[config.mk]
export PLATFORM = sky130hd
export DESIGN_NAME = mul_div_unit
export DESIGN_NICKNAME = d
export VERILOG_FILES = /design/src/rtl/cpu_pkg.sv /design/src/rtl/mul_div_step.sv /design/src/rtl/mul_div_unit.sv
export SDC_FILE = /design/constraint.sdc
export NUM_CORES = 1
export LEC_CHECK = 0
export ABC_CLOCK_PERIOD_IN_PS = 5900
export BUFFER_PORTS_ARGS = -buffer_cell sky130_fd_sc_hd__buf_2
export CAP_MARGIN = 20
export CORE_ASPECT_RATIO = 0.8
export CORE_MARGIN = 5
export CORE_UTILIZATION = 30
export CTS_BUF_LIST = sky130_fd_sc_hd__clkbuf_4
export DETAILED_ROUTE_END_ITERATION = 8
export GPL_ROUTABILITY_DRIVEN = 0
export PLACE_DENSITY_LB_ADDON = 0.1
export SYNTH_ARGS = -nofsm -noshare
export SYNTH_HDL_FRONTEND = slang
export SYNTH_HIERARCHICAL = 1
export SYNTH_SLANG_ARGS = --single-unit
[constraint.sdc]
create_clock -name clk -period 5.9 [get_ports clk]
set_input_delay 0.59 -clock clk [delete_from_list [all_inputs] [get_ports clk]]
set_output_delay 0.59 -clock clk [all_outputs]
set_load 0.005 [all_outputs]
[src/rtl/cpu_pkg.sv]
// Shared CPU definitions: ALU opcodes, default datapath width, mul/div FSM encoding.
// No logic, so no latency.
// No flow control; definitions only.
package cpu_pkg;

    localparam int WIDTH_DEF = 32;

    localparam logic [4:0] OP_MUL = 5'b01111;
    localparam logic [4:0] OP_DIV = 5'b10000;

    typedef enum logic [1:0] {
        ST_IDLE = 2'd0,
        ST_RUN  = 2'd1,
        ST_FIX  = 2'd2,
        ST_DONE = 2'd3
    } md_state_t;

    function automatic logic op_is_md(input logic [4:0] op);
        return (op == OP_MUL) || (op == OP_DIV);
    endfunction

endpackage

[src/rtl/mul_div_step.sv]
// One iteration of the mul/div datapath: radix-2 Booth step or restoring-divide step.
// Purely combinational, zero latency.
// No flow control; the owning FSM decides when the result is registered.
module mul_div_step
    import cpu_pkg::*;
#(
    parameter int WIDTH = WIDTH_DEF
) (
    input  logic             is_div,
    input  logic [WIDTH:0]   hi,
    input  logic [WIDTH-1:0] lo,
    input  logic             q_m1,
    input  logic [WIDTH-1:0] m,
    output logic [WIDTH:0]   hi_nxt,
    output logic [WIDTH-1:0] lo_nxt,
    output logic             q_m1_nxt
);

    logic [WIDTH:0]   m_ext;
    logic [WIDTH:0]   booth_sum;
    logic [WIDTH:0]   r_sh;
    logic [WIDTH+1:0] trial;

    // hi carries one guard bit so that subtracting the most negative multiplicand cannot overflow
    assign m_ext = {m[WIDTH-1], m};

    always_comb begin
        booth_sum = hi;
        case ({lo[0], q_m1})
            2'b01:   booth_sum = hi + m_ext;
            2'b10:   booth_sum = hi - m_ext;
            default: booth_sum = hi;
        endcase

        r_sh  = {hi[WIDTH-1:0], lo[WIDTH-1]};
        trial = {1'b0, r_sh} - {2'b00, m};

        hi_nxt   = {booth_sum[WIDTH], booth_sum[WIDTH:1]};
        lo_nxt   = {booth_sum[0], lo[WIDTH-1:1]};
        q_m1_nxt = lo[0];

        if (is_div) begin
            // a negative trial means the divisor did not fit: keep the shifted remainder
            hi_nxt   = trial[WIDTH+1] ? r_sh : trial[WIDTH:0];
            lo_nxt   = {lo[WIDTH-2:0], ~trial[WIDTH+1]};
            q_m1_nxt = 1'b0;
        end
    end

endmodule

[src/rtl/mul_div_unit.sv]
// Multi-cycle signed multiply / divide (Booth, restoring); optional MUL_DIV_TRIVIAL_BYPASS_EN fast path.
// Latency: 33 edges start-to-done; divide-by-zero (and bypassed trivial ops) finish after 1 edge.
// Backpressure: start is only taken in IDLE with no fast result pending; otherwise ignored.
module mul_div_unit
    import cpu_pkg::*;
#(
    parameter int WIDTH = WIDTH_DEF,
    parameter int CNT_W = $clog2(WIDTH)
) (
    input  logic               clk,
    input  logic               clear,
    input  logic               start,
    input  logic [4:0]         opcode,
    input  logic [WIDTH-1:0]   A,
    input  logic [WIDTH-1:0]   B,
    output logic [2*WIDTH-1:0] C,
    output logic               busy,
    output logic               done,
    output logic               div_by_zero
);

    md_state_t state_q, state_d;

    logic [CNT_W-1:0]   cnt_q;
    logic [WIDTH:0]     hi_q;
    logic [WIDTH-1:0]   lo_q;
    logic               q_m1_q;
    logic [WIDTH-1:0]   m_q;
    logic               op_div_q;
    logic               sign_a_q;
    logic               sign_b_q;
    logic [2*WIDTH-1:0] c_q;
    logic               dbz_q;
    logic               pend_q;
    logic               pend_dbz_q;

    logic               accept;
    logic               is_div_in;
    logic               fast_in;
    logic               dbz_in;
    logic [WIDTH-1:0]   a_mag;
    logic [WIDTH-1:0]   b_mag;
    logic [WIDTH:0]     hi_nxt;
    logic [WIDTH-1:0]   lo_nxt;
    logic               q_m1_nxt;
    logic [WIDTH-1:0]   q_fix;
    logic [WIDTH-1:0]   r_fix;
    logic [2*WIDTH-1:0] fix_c;

    assign is_div_in = (opcode == OP_DIV);
    assign dbz_in    = is_div_in && (B == '0);
    assign accept    = (state_q == ST_IDLE) && !pend_q && start && op_is_md(opcode);
    assign a_mag     = A[WIDTH-1] ? -A : A;
    assign b_mag     = B[WIDTH-1] ? -B : B;

`ifdef MUL_DIV_TRIVIAL_BYPASS_EN
    assign fast_in = dbz_in
                   || (!is_div_in && ((A == '0) || (B == '0)))
                   || (is_div_in && (B == WIDTH'(1)));
`else
    assign fast_in = dbz_in;
`endif

    mul_div_step #(.WIDTH(WIDTH)) u_step (
        .is_div   (op_div_q),
        .hi       (hi_q),
        .lo       (lo_q),
        .q_m1     (q_m1_q),
        .m        (m_q),
        .hi_nxt   (hi_nxt),
        .lo_nxt   (lo_nxt),
        .q_m1_nxt (q_m1_nxt)
    );

    // quotient sign is the XOR of operand signs; remainder follows the dividend
    assign q_fix = (sign_a_q ^ sign_b_q) ? -lo_q : lo_q;
    assign r_fix = sign_a_q ? -hi_q[WIDTH-1:0] : hi_q[WIDTH-1:0];
    assign fix_c = op_div_q ? {r_fix, q_fix} : {hi_q[WIDTH-1:0], lo_q};

    always_comb begin
        state_d = state_q;
        case (state_q)
            ST_IDLE: begin
                if (pend_q) begin
                    state_d = ST_DONE;
                end else if (accept && !fast_in) begin
                    state_d = ST_RUN;
                end
            end
            ST_RUN:  if (cnt_q == CNT_W'(WIDTH-1)) state_d = ST_FIX;
            ST_FIX:  state_d = ST_DONE;
            ST_DONE: state_d = ST_IDLE;
            default: state_d = ST_IDLE;
        endcase
    end

    always_ff @(posedge clk) begin
        if (clear) begin
            state_q <= ST_IDLE;
        end else begin
            state_q <= state_d;
        end
    end

    always_ff @(posedge clk) begin
        if (clear) begin
            cnt_q      <= '0;
            hi_q       <= '0;
            lo_q       <= '0;
            q_m1_q     <= 1'b0;
            m_q        <= '0;
            op_div_q   <= 1'b0;
            sign_a_q   <= 1'b0;
            sign_b_q   <= 1'b0;
            c_q        <= '0;
            dbz_q      <= 1'b0;
            pend_q     <= 1'b0;
            pend_dbz_q <= 1'b0;
        end else begin
            pend_q <= accept && fast_in;

            if (accept) begin
                dbz_q      <= 1'b0;
                op_div_q   <= is_div_in;
                sign_a_q   <= A[WIDTH-1];
                sign_b_q   <= B[WIDTH-1];
                cnt_q      <= '0;
                q_m1_q     <= 1'b0;
                pend_dbz_q <= dbz_in;
                if (dbz_in) begin
                    hi_q <= {1'b0, A};
                    lo_q <= '1;
                end else if (fast_in && is_div_in) begin
                    hi_q <= '0;
                    lo_q <= A;
                end else if (fast_in) begin
                    hi_q <= '0;
                    lo_q <= '0;
                end else if (is_div_in) begin
                    hi_q <= '0;
                    lo_q <= a_mag;
                    m_q  <= b_mag;
                end else begin
                    hi_q <= '0;
                    lo_q <= B;
                    m_q  <= A;
                end
            end

            // fast results were staged in hi/lo at accept and land in C one edge later
            if (pend_q) begin
                c_q   <= {hi_q[WIDTH-1:0], lo_q};
                dbz_q <= pend_dbz_q;
            end

            if (state_q == ST_RUN) begin
                hi_q   <= hi_nxt;
                lo_q   <= lo_nxt;
                q_m1_q <= q_m1_nxt;
                cnt_q  <= cnt_q + CNT_W'(1);
            end

            if (state_q == ST_FIX) begin
                c_q   <= fix_c;
                cnt_q <= '0;
            end
        end
    end

    assign C           = c_q;
    assign busy        = (state_q == ST_RUN) || (state_q == ST_FIX);
    assign done        = (state_q == ST_DONE);
    assign div_by_zero = dbz_q;

endmodule

* Yosys cells after proc, flatten, opt, wreduce, memory -nomap -nowiden
Cells that the tools add are included.
** Word-level totals
- Flip-flop bits (word level) :: 175
- Input port bits :: 72
- Logic and storage cells :: 84
** Cells by class
- Add/subtract/negate cells :: 8
- Eq/ne operators :: 10
- Mux-type cells :: 30
- Bitwise gates (word level) :: 4
- Reduce and logical (&&, ||, !) cells :: 19
** Operators with widths (number)
- two-way mux 32 bit :: 12
- two-way mux 64 bit :: 3
- two-way mux 33 bit :: 4
- negator 32 bit :: 4
- one-hot mux 33 bit (2 select lines) :: 1
- subtractor 33 x 32 -> 34 bit :: 1
- adder 33 bit :: 1
- subtractor 33 bit :: 1
- zero test 32 bit :: 1
- equality test 5 bit, second input constant :: 2
- two-way mux 5 bit :: 2
- one-hot mux 2 bit (4 select lines) :: 1
- logical AND 1 bit :: 7
- equality test 2 bit, second input constant :: 3
- two-way mux 2 bit :: 3
- nonzero test 2 bit :: 3
- adder 5 x 1 -> 5 bit, second input constant :: 1
- equality test 5 x 4 -> 1 bit, second input constant :: 1
- equality test 2 x 1 -> 1 bit, second input constant :: 2
- two-way mux 1 bit :: 4
- != test 3 x 2 -> 1 bit, second input constant :: 1
- NOT 1 bit :: 3
- AND reduction 3 bit :: 1
- zero test 1 bit :: 2
- other kinds (6) :: 7

* Logic depth before layout (Yosys ltp)
Gate-level depths: netlist of run 1.
- Word-level depth :: 8
- Depth in mapped cells :: 21
- Gate-level depth less buffers :: 20

* Modules after synthesis
Netlist of run 1, hierarchy kept.
** Modules (own cells, without submodules)
- mul_div_unit :: instances 1, cells an instance 1231, area each 9987.1 µm², sequential area each 3503.4 µm²
- mul_div_step :: instances 1, cells an instance 836, area each 5585.4 µm², sequential area each 0.0 µm²

* Least setup slack after synthesis of run 1
Ideal clock, no wire load.
- Path kind :: register to register
- Start :: reg m_q[1]
- End :: reg hi_q[31]
- Library setup time :: 71 ps
- Arrival :: 4028 ps
- Slack :: 1801 ps
- Cell stages (with the launch flop) :: 22
- Buffers on the path :: 1
- Clock period less this slack :: 4099 ps
- Cells stage by stage :: dfxtp_1 > inv_1 > ha_1 > nor3b_1 > nand3_1 > nor2_1 > a31o_2 > o21ai_0 > xnor2_1 > ha_1 > clkbuf_1 > nand2_1 > nor3_1 > a31oi_1 > a32oi_1 > o21ai_1 > o21ai_1 > mux2_2 > mux2_4 > a31oi_1 > a22oi_1 > o2bb2ai_1
** On the way
- Word-level cells in the longest chain between the ends :: 4
- Elaborated cells between the ends (all ways) :: 7
- Those cells by class :: add/sub (3); mux (4)
** Ends and longest elaborated chain
- start, declared :: line mul_div_unit.sv:28 : logic [WIDTH-1:0] m_q;
- start signal, assigned :: line mul_div_unit.sv:142 : m_q <= b_mag;
- subtractor 33 bit (tied with other cells) :: line mul_div_step.sv:31 : 2'b10: booth_sum = hi - m_ext;
- one-hot mux 33 bit (2 select lines) or two-way mux 33 bit (tied branches) :: line mul_div_step.sv:29, mul_div_step.sv:44
- two-way mux 33 bit (*) :: line mul_div_step.sv:42 : if (is_div) begin
- via hi_nxt[31] :: line mul_div_unit.sv:43 : logic [WIDTH:0] hi_nxt;
- two-way mux 33 bit (*) :: line mul_div_unit.sv:156 : if (state_q == ST_RUN) begin
- end signal, assigned :: line mul_div_unit.sv:131 : hi_q <= {1'b0, A};
- end signal, assigned :: line mul_div_unit.sv:157 : hi_q <= hi_nxt;
- end, declared :: line mul_div_unit.sv:25 : logic [WIDTH:0] hi_q;
Mark *: on every way through the listed nets, which the timed path passes. The rest lies on a longest branch.
A chain may end at the register's enable or synchronous reset.

* Worst setup path in the final report of run 1
- Start :: reg m_q[3]
- End :: reg hi_q[31]
The elaborated chain is that of the path after synthesis.

==> flow_summary.yaml, run 1 <==
synth:
  synth_compound_area_share_pct: 30.7
  synth_edf_count: 0
  synth_top_family_by_area: "compound AO/OA/AOI/OAI gates"
  synth_cell_types: 84
  syn_inst: 2067
  ys_warn_count: 6
  synth_area_leader_cell: "dfxtp_1"
  synthSimpleGateAreaFrac_pct: 20.4
  yosysTopAreaCellShare_pct: 22.5
  synth_ff_type: "dfxtp_1"
  yosys.area_share.adder_pct: 6.44
  ys_seq_elements: 175
  synth_nets: 2218
  ys_seq_area_share_pct: 22.5
  synth_area_leaders: "dfxtp_1, ha_1, a21oi_1, xnor2_1, xor2_1"
  synth.cell_area_um2: 15600
  synthMuxAreaShare_pct: 4.07
  synth-async-reset-ratio_pct: 0
  synth_xor_area_share_pct: 10.5
  avgSynthCellArea_um2: 7.53
hold_path:
  hold_path.class: "in2reg"
clock_network:
  h-tree-depth: 4
  cts_num_sinks: 175
  postCtsSetupRepairBufs: 0
  clockBufferDepth: 2
  clk_latency_ns: 0.65
  hold_buffers: 0
  numCtsBuffers: 17
  cts_resized: 0
  clk_pin_slew_ns: 0.21
  cts-root-buf: "clkbuf_4"
  cts_tree: "done"
timing:
  fin_ws_ns: 1.00
  setup_viol: 0
  max_freq_mhz: 204
  rsz0062_at_grt: "no"
  setup_tns_ns: 0
  fin_crit_ns: 4.90
  drv_slew: 0
  finalHoldViolCount: 0
  fin_crit_sh_pct: 83.0
  worst_slew_pin_slew_ns: 1.11
  finalClockSkew_ns: 0.0433
  max_slew_margin_pct: 26.3
setup_path:
  r2r_setup_slack_ns: 1.00
  required_ns: 6.50
  endpoint_kind: "flop"
  worstSetupPathType: "reg2reg"
  critPathMaxFanout: 7
  critPathArrivalTime_ns: 5.50
  cp-start-kind: "flop"
floorplanning:
  core_area_um2: 51200
  dieArea_um2: 56600
  rows: 74
  ios: 139
  die_y_um: 214
  initial_core_util_pct: 30.4
  die_w_um: 265
cells_and_area:
  final_common_cell: "a21oi_1"
  drive_above_1_share_pct: 12.7
  nNetsFinal: 2273
  syn2layout_area_growth_pct: 10.4
  final_cells: 2821
  mostFrequentLayoutCells: "a21oi_1, dfxtp_1, nor2_1"
detailed_routing:
  firstDrtPassIters: 5
  vias_per_cell: 5.66
  drcViolationCount: 0
  via_count: 16000
  detail-route-antenna-nets: 0
  dr.first_iter.drc_count: 1421
  wl_per_cell_um: 22.3
  routed_wirelength_um: 62900
global_route:
  grtUsageTotal_pct: 21.2
  grt_pass1_wl_um: 93100
  grt_max_degree: 83
  grt_overflow_total: 0
  antenna_found_initial: 6
  grt_pass1_vias: 14800
placed_design:
  dpl.hpwl_um: 48600
  io_buffer_count: 138
  place_inst: 2787
  post-place-ws_ns: 1.18
power:
  power_density_nw_per_um2: 299
  ir_worst_vdd_mv: 0.200
  leakage_nw: 6.66
flow_run:
  max_cap_violations: 0
run_status:
  status: "finished clean"
==> power by group <==
group	internal [mW]	switching, mW
clock	0.198	0.566
combinational	1.07	1.72
sequential	1.37	0.216
total	2.63	2.51
==> state kept, by name, indices dropped and copies added, names as in the netlist, 2 cells and up <==
signal / flops
state_q: 2
hi_q: 33
m_q: 32
cnt_q: 5
lo_q: 32
C: 64
==> worst paths after layout <==
| kind | from | endpoint | depth (start not counted) |
|---|---|---|---|
| min reg2reg | C[32] | C[32] | 2 |
| max | m_q[3] | hi_q[31] | 18 |
| min | A[27] | hi_q[27] | 2 |
| max reg2reg | m_q[3] | hi_q[31] | 18 |
==> per-stage QoR <==
stage / hold slack, ns / utilization, % / area [µm²] / power, mW
after floorplan: 0.439 / - / 15600 / 3.51
after global placement: 0.441 / 33.0 / 16900 / 4.34
after detailed placement: 0.444 / 33.0 / 16900 / 4.35
after CTS: 0.192 / 33.6 / 17200 / 5.13
after global routing: 0.193 / 33.6 / 17200 / 5.52
final: 0.259 / 33.6 / 17200 / 5.14
==> cells by family after synthesis <==
group	count (synthesis)
compound gates	719
xor+xnor	187
fa+ha+maj	79
buf+inv	217
flops	175
mux	59
simple gates	631
==> synth_stat cells, types with 22 or more instances <==
library cell  number
a211oi_1          72
a21o_1            32
a21oi_1          192
a22o_1            38
a31oi_1           40
clkbuf_1         112
dfxtp_1          175
ha_1              77
inv_1             80
mux2_2            31
mux2i_1           27
nand2_1          163
nand3_1           23
nor2_1           170
nor2b_1           29
nor3_1            51
nor3b_1           25
nor4_1            24
o21ai_0          122
o2bb2ai_1         30
o31ai_1           44
or3_1             22
xnor2_1           96
xor2_1            91
==> critical path, cell delays in order, from the launching register on <==
cell       delay, ns
dfxtp_1         0.41
nor4_1          0.56
and2_1          0.32
and3_1          0.28
a21o_1          0.27
o21ai_0         0.15
xnor2_1         0.16
ha_1            0.42
nand2_1         0.14
nor3_1          0.30
a31oi_1         0.20
a32oi_1         0.22
o21ai_1         0.14
o21ai_1         0.17
mux2_2          0.37
mux2_4          0.31
a31oi_1         0.14
a22oi_1         0.10
o2bb2ai_1       0.18
==> layout make-up <==
cell class | instances | area [µm²]
diodes | 2 | 5.00
clock buffers | 17 | 128
clock inverters | 15 | 160
fillers | 5540 | 34000
inverters | 81 | 304
multi-input cells | 1675 | 11300
flip-flops and latches | 175 | 3510
well taps | 684 | 856
repair buffers | 172 | 961
==> routing by layer <==
layer,up-vias,wire (µm),GRT usage [%]
li1,7756,-,-
met1,7678,31600,32.0
met2,484,26000,31.0
met3,47,4290,4.65
met4,0,975,4.41
met5,-,0,0
Note: power is estimated with default switching activity, not from simulation.
==> inputs of run 2 (changes only) <==
ABC_CLOCK_PERIOD_IN_PS = 4800   (was 5900)
clock period = 4.8 ns   (was 5.9 ns; I/O delays follow)
==> flow_summary.yaml, run 2 (synthesized netlist as in run 1, its figures left out) <==
clock_network:
  clk_latency_ns: 0.66
  clockBufferDepth: 2
  cts_tree: "done"
  cts-root-buf: "clkbuf_4"
  h-tree-depth: 4
  numCtsBuffers: 17
  clk_pin_slew_ns: 0.20
  cts_num_sinks: 175
  postCtsSetupRepairBufs: 0
global_route:
  grt_max_degree: 91
  grt_pass1_wl_um: 93300
  antenna_found_initial: 5
  use_met1_pct: 31.7
  grt.busiest_layer: "met1"
  grt_pass1_vias: 14900
  grt_overflow_total: 0
  grtUsageTotal_pct: 21.3
  met2_usage_pct: 30.7
  met3_usage_pct: 5.67
flow_run:
  max_cap_violations: 0
placed_design:
  placed_area_um2: 17000
  io_buffer_count: 138
  dpl.hpwl_um: 49400
  place_inst: 2799
cells_and_area:
  stdcell_area_um2: 17300
  mostFrequentLayoutCells: "a21oi_1, dfxtp_1, nor2_1"
  nNetsFinal: 2285
  largest_reg_flops: 64
  syn2layout_area_growth_pct: 11.4
  final_common_cell: "a21oi_1"
  drive_above_1_share_pct: 13.6
  final_cells: 2836
setup_path:
  cp_cell_sequence: "nor4_2 -> and3_1 -> and3_1 -> a21o_1 -> o21ai_0 -> xnor2_1 -> ha_1 -> nand3_1 -> nor3_2 -> a31oi_1 -> a32oi_1 -> o21ai_1 -> o21ai_1 -> mux2_2 -> mux2_4 -> a31oi_1 -> a22oi_1 -> o2bb2ai_1"
  r2r_start: "m_q[10]"
  endpoint_kind: "flop"
  critPathArrivalTime_ns: 5.13
  cp_slowest_stage_delay_ns: 0.43
  required_ns: 5.40
  worstSetupPathType: "reg2reg"
  crit_buf_inv: 0
  critPathMaxFanout: 6
  ff2ff_path_depth: 18
  cp-startpoint: "m_q[10]"
  cp_slowest_cell: "nor4_2"
  crit_family: "compound AO/OA/AOI/OAI gates"
  cp.depth: 18
  cp-start-kind: "flop"
detailed_routing:
  detail-route-antenna-nets: 0
  routed_wirelength_um: 63300
  drcViolationCount: 0
  wl_per_cell_um: 22.3
  vias_per_cell: 5.67
  via_count: 16100
  dr.first_iter.drc_count: 1503
  firstDrtPassIters: 6
power:
  clkPwrFrac_pct: 14.7
  internal-power_mw: 3.26
  leakage_nw: 6.72
  swShare_pct: 48.8
  design_power_total_mw: 6.37
  power_switching_mw: 3.11
  power_frac_seq_pct: 30.4
  power_density_nw_per_um2: 367
  combPwrFrac_pct: 54.9
  ir_worst_vdd_mv: 0.229
timing:
  finalClockSkew_ns: 0.0243
  max_freq_mhz: 221
  fin_crit_ns: 4.53
  worst_slew_pin_slew_ns: 1.09
  finalHoldViolCount: 0
  hold_ws_ns: 0.130
  fin_crit_sh_pct: 94.5
  max_slew_margin_pct: 27.6
  rsz0062_at_grt: "no"
  setup_viol: 0
  setup_tns_ns: 0
  drv_slew: 0
hold_path:
  hold_depth: 2
  hold_path.class: "in2reg"
  worstHoldStart: "A[1]"
run_status:
  status: "finished clean"
floorplanning:
  core_area_um2: 51200
  initial_core_util_pct: 30.4
  ios: 139
  dieArea_um2: 56600
  die_w_um: 265
  rows: 74
  die_y_um: 214
## run 2: worst paths after layout
check | to | slack (ns)
hold reg to reg | C[0] | 0.47
hold / removal | hi_q[1] | 0.13
setup reg to reg | hi_q[31] | 0.27
setup / recovery | hi_q[31] | 0.27
## run 2: timing repair
action                                  in CTS  in global routing
resized for setup                            0                 10
endpoints found under the setup margin       0                  7
hold buffers                                 0                  0
## run 2: cell type report
| class | instances | area (µm²) |
|---|---|---|
| fill | 5506 | 33900 |
| inverter | 81 | 304 |
| sequential | 175 | 3510 |
| clock inverter | 15 | 170 |
| tap | 684 | 856 |
| clock buffer | 17 | 128 |
| multi-input combinational | 1675 | 11300 |
| antenna | 5 | 12.5 |
| timing repair buffer | 184 | 1050 |
## run 2: worst register-to-register path, delay by kind of cell, from the launching register on
family                   cells  cell delay [ns]
flip-flops                   1             0.39
AND/OR/NAND/NOR              5             1.30
AO/OA/AOI/OAI                9             1.57
multiplexers                 2             0.67
adder cells (fa/ha/maj)      1             0.38
XOR/XNOR                     1             0.15
## run 2: through the flow
stage | util [%] | setup WS, ns
after floorplan | - | 0.701
after global placement | 33.2 | 0.306
after detailed placement | 33.2 | 0.209
after CTS | 33.8 | 0.198
after global routing | 33.9 | 0.0373
final | 33.9 | 0.266
## run 2: power groups by stage
stage / sequential (mW) / clock (mW) / combinational, mW
2_1_floorplan: 1.90 / 0 / 2.42
3_3_place_gp: 1.96 / 0 / 3.41
3_5_place_dp: 1.96 / 0 / 3.42
4_1_cts: 1.93 / 0.962 / 3.44
5_1_grt: 1.97 / 1.01 / 3.85
6_report: 1.93 / 0.938 / 3.50
## run 2: layer usage
metal	vias to the layer above	wire [µm]	share of wire, %
li1	7790	-	-
met4	0	1320	2.1
met3	65	4920	7.8
met1	7726	31200	49
met5	-	0	0
met2	486	25900	41
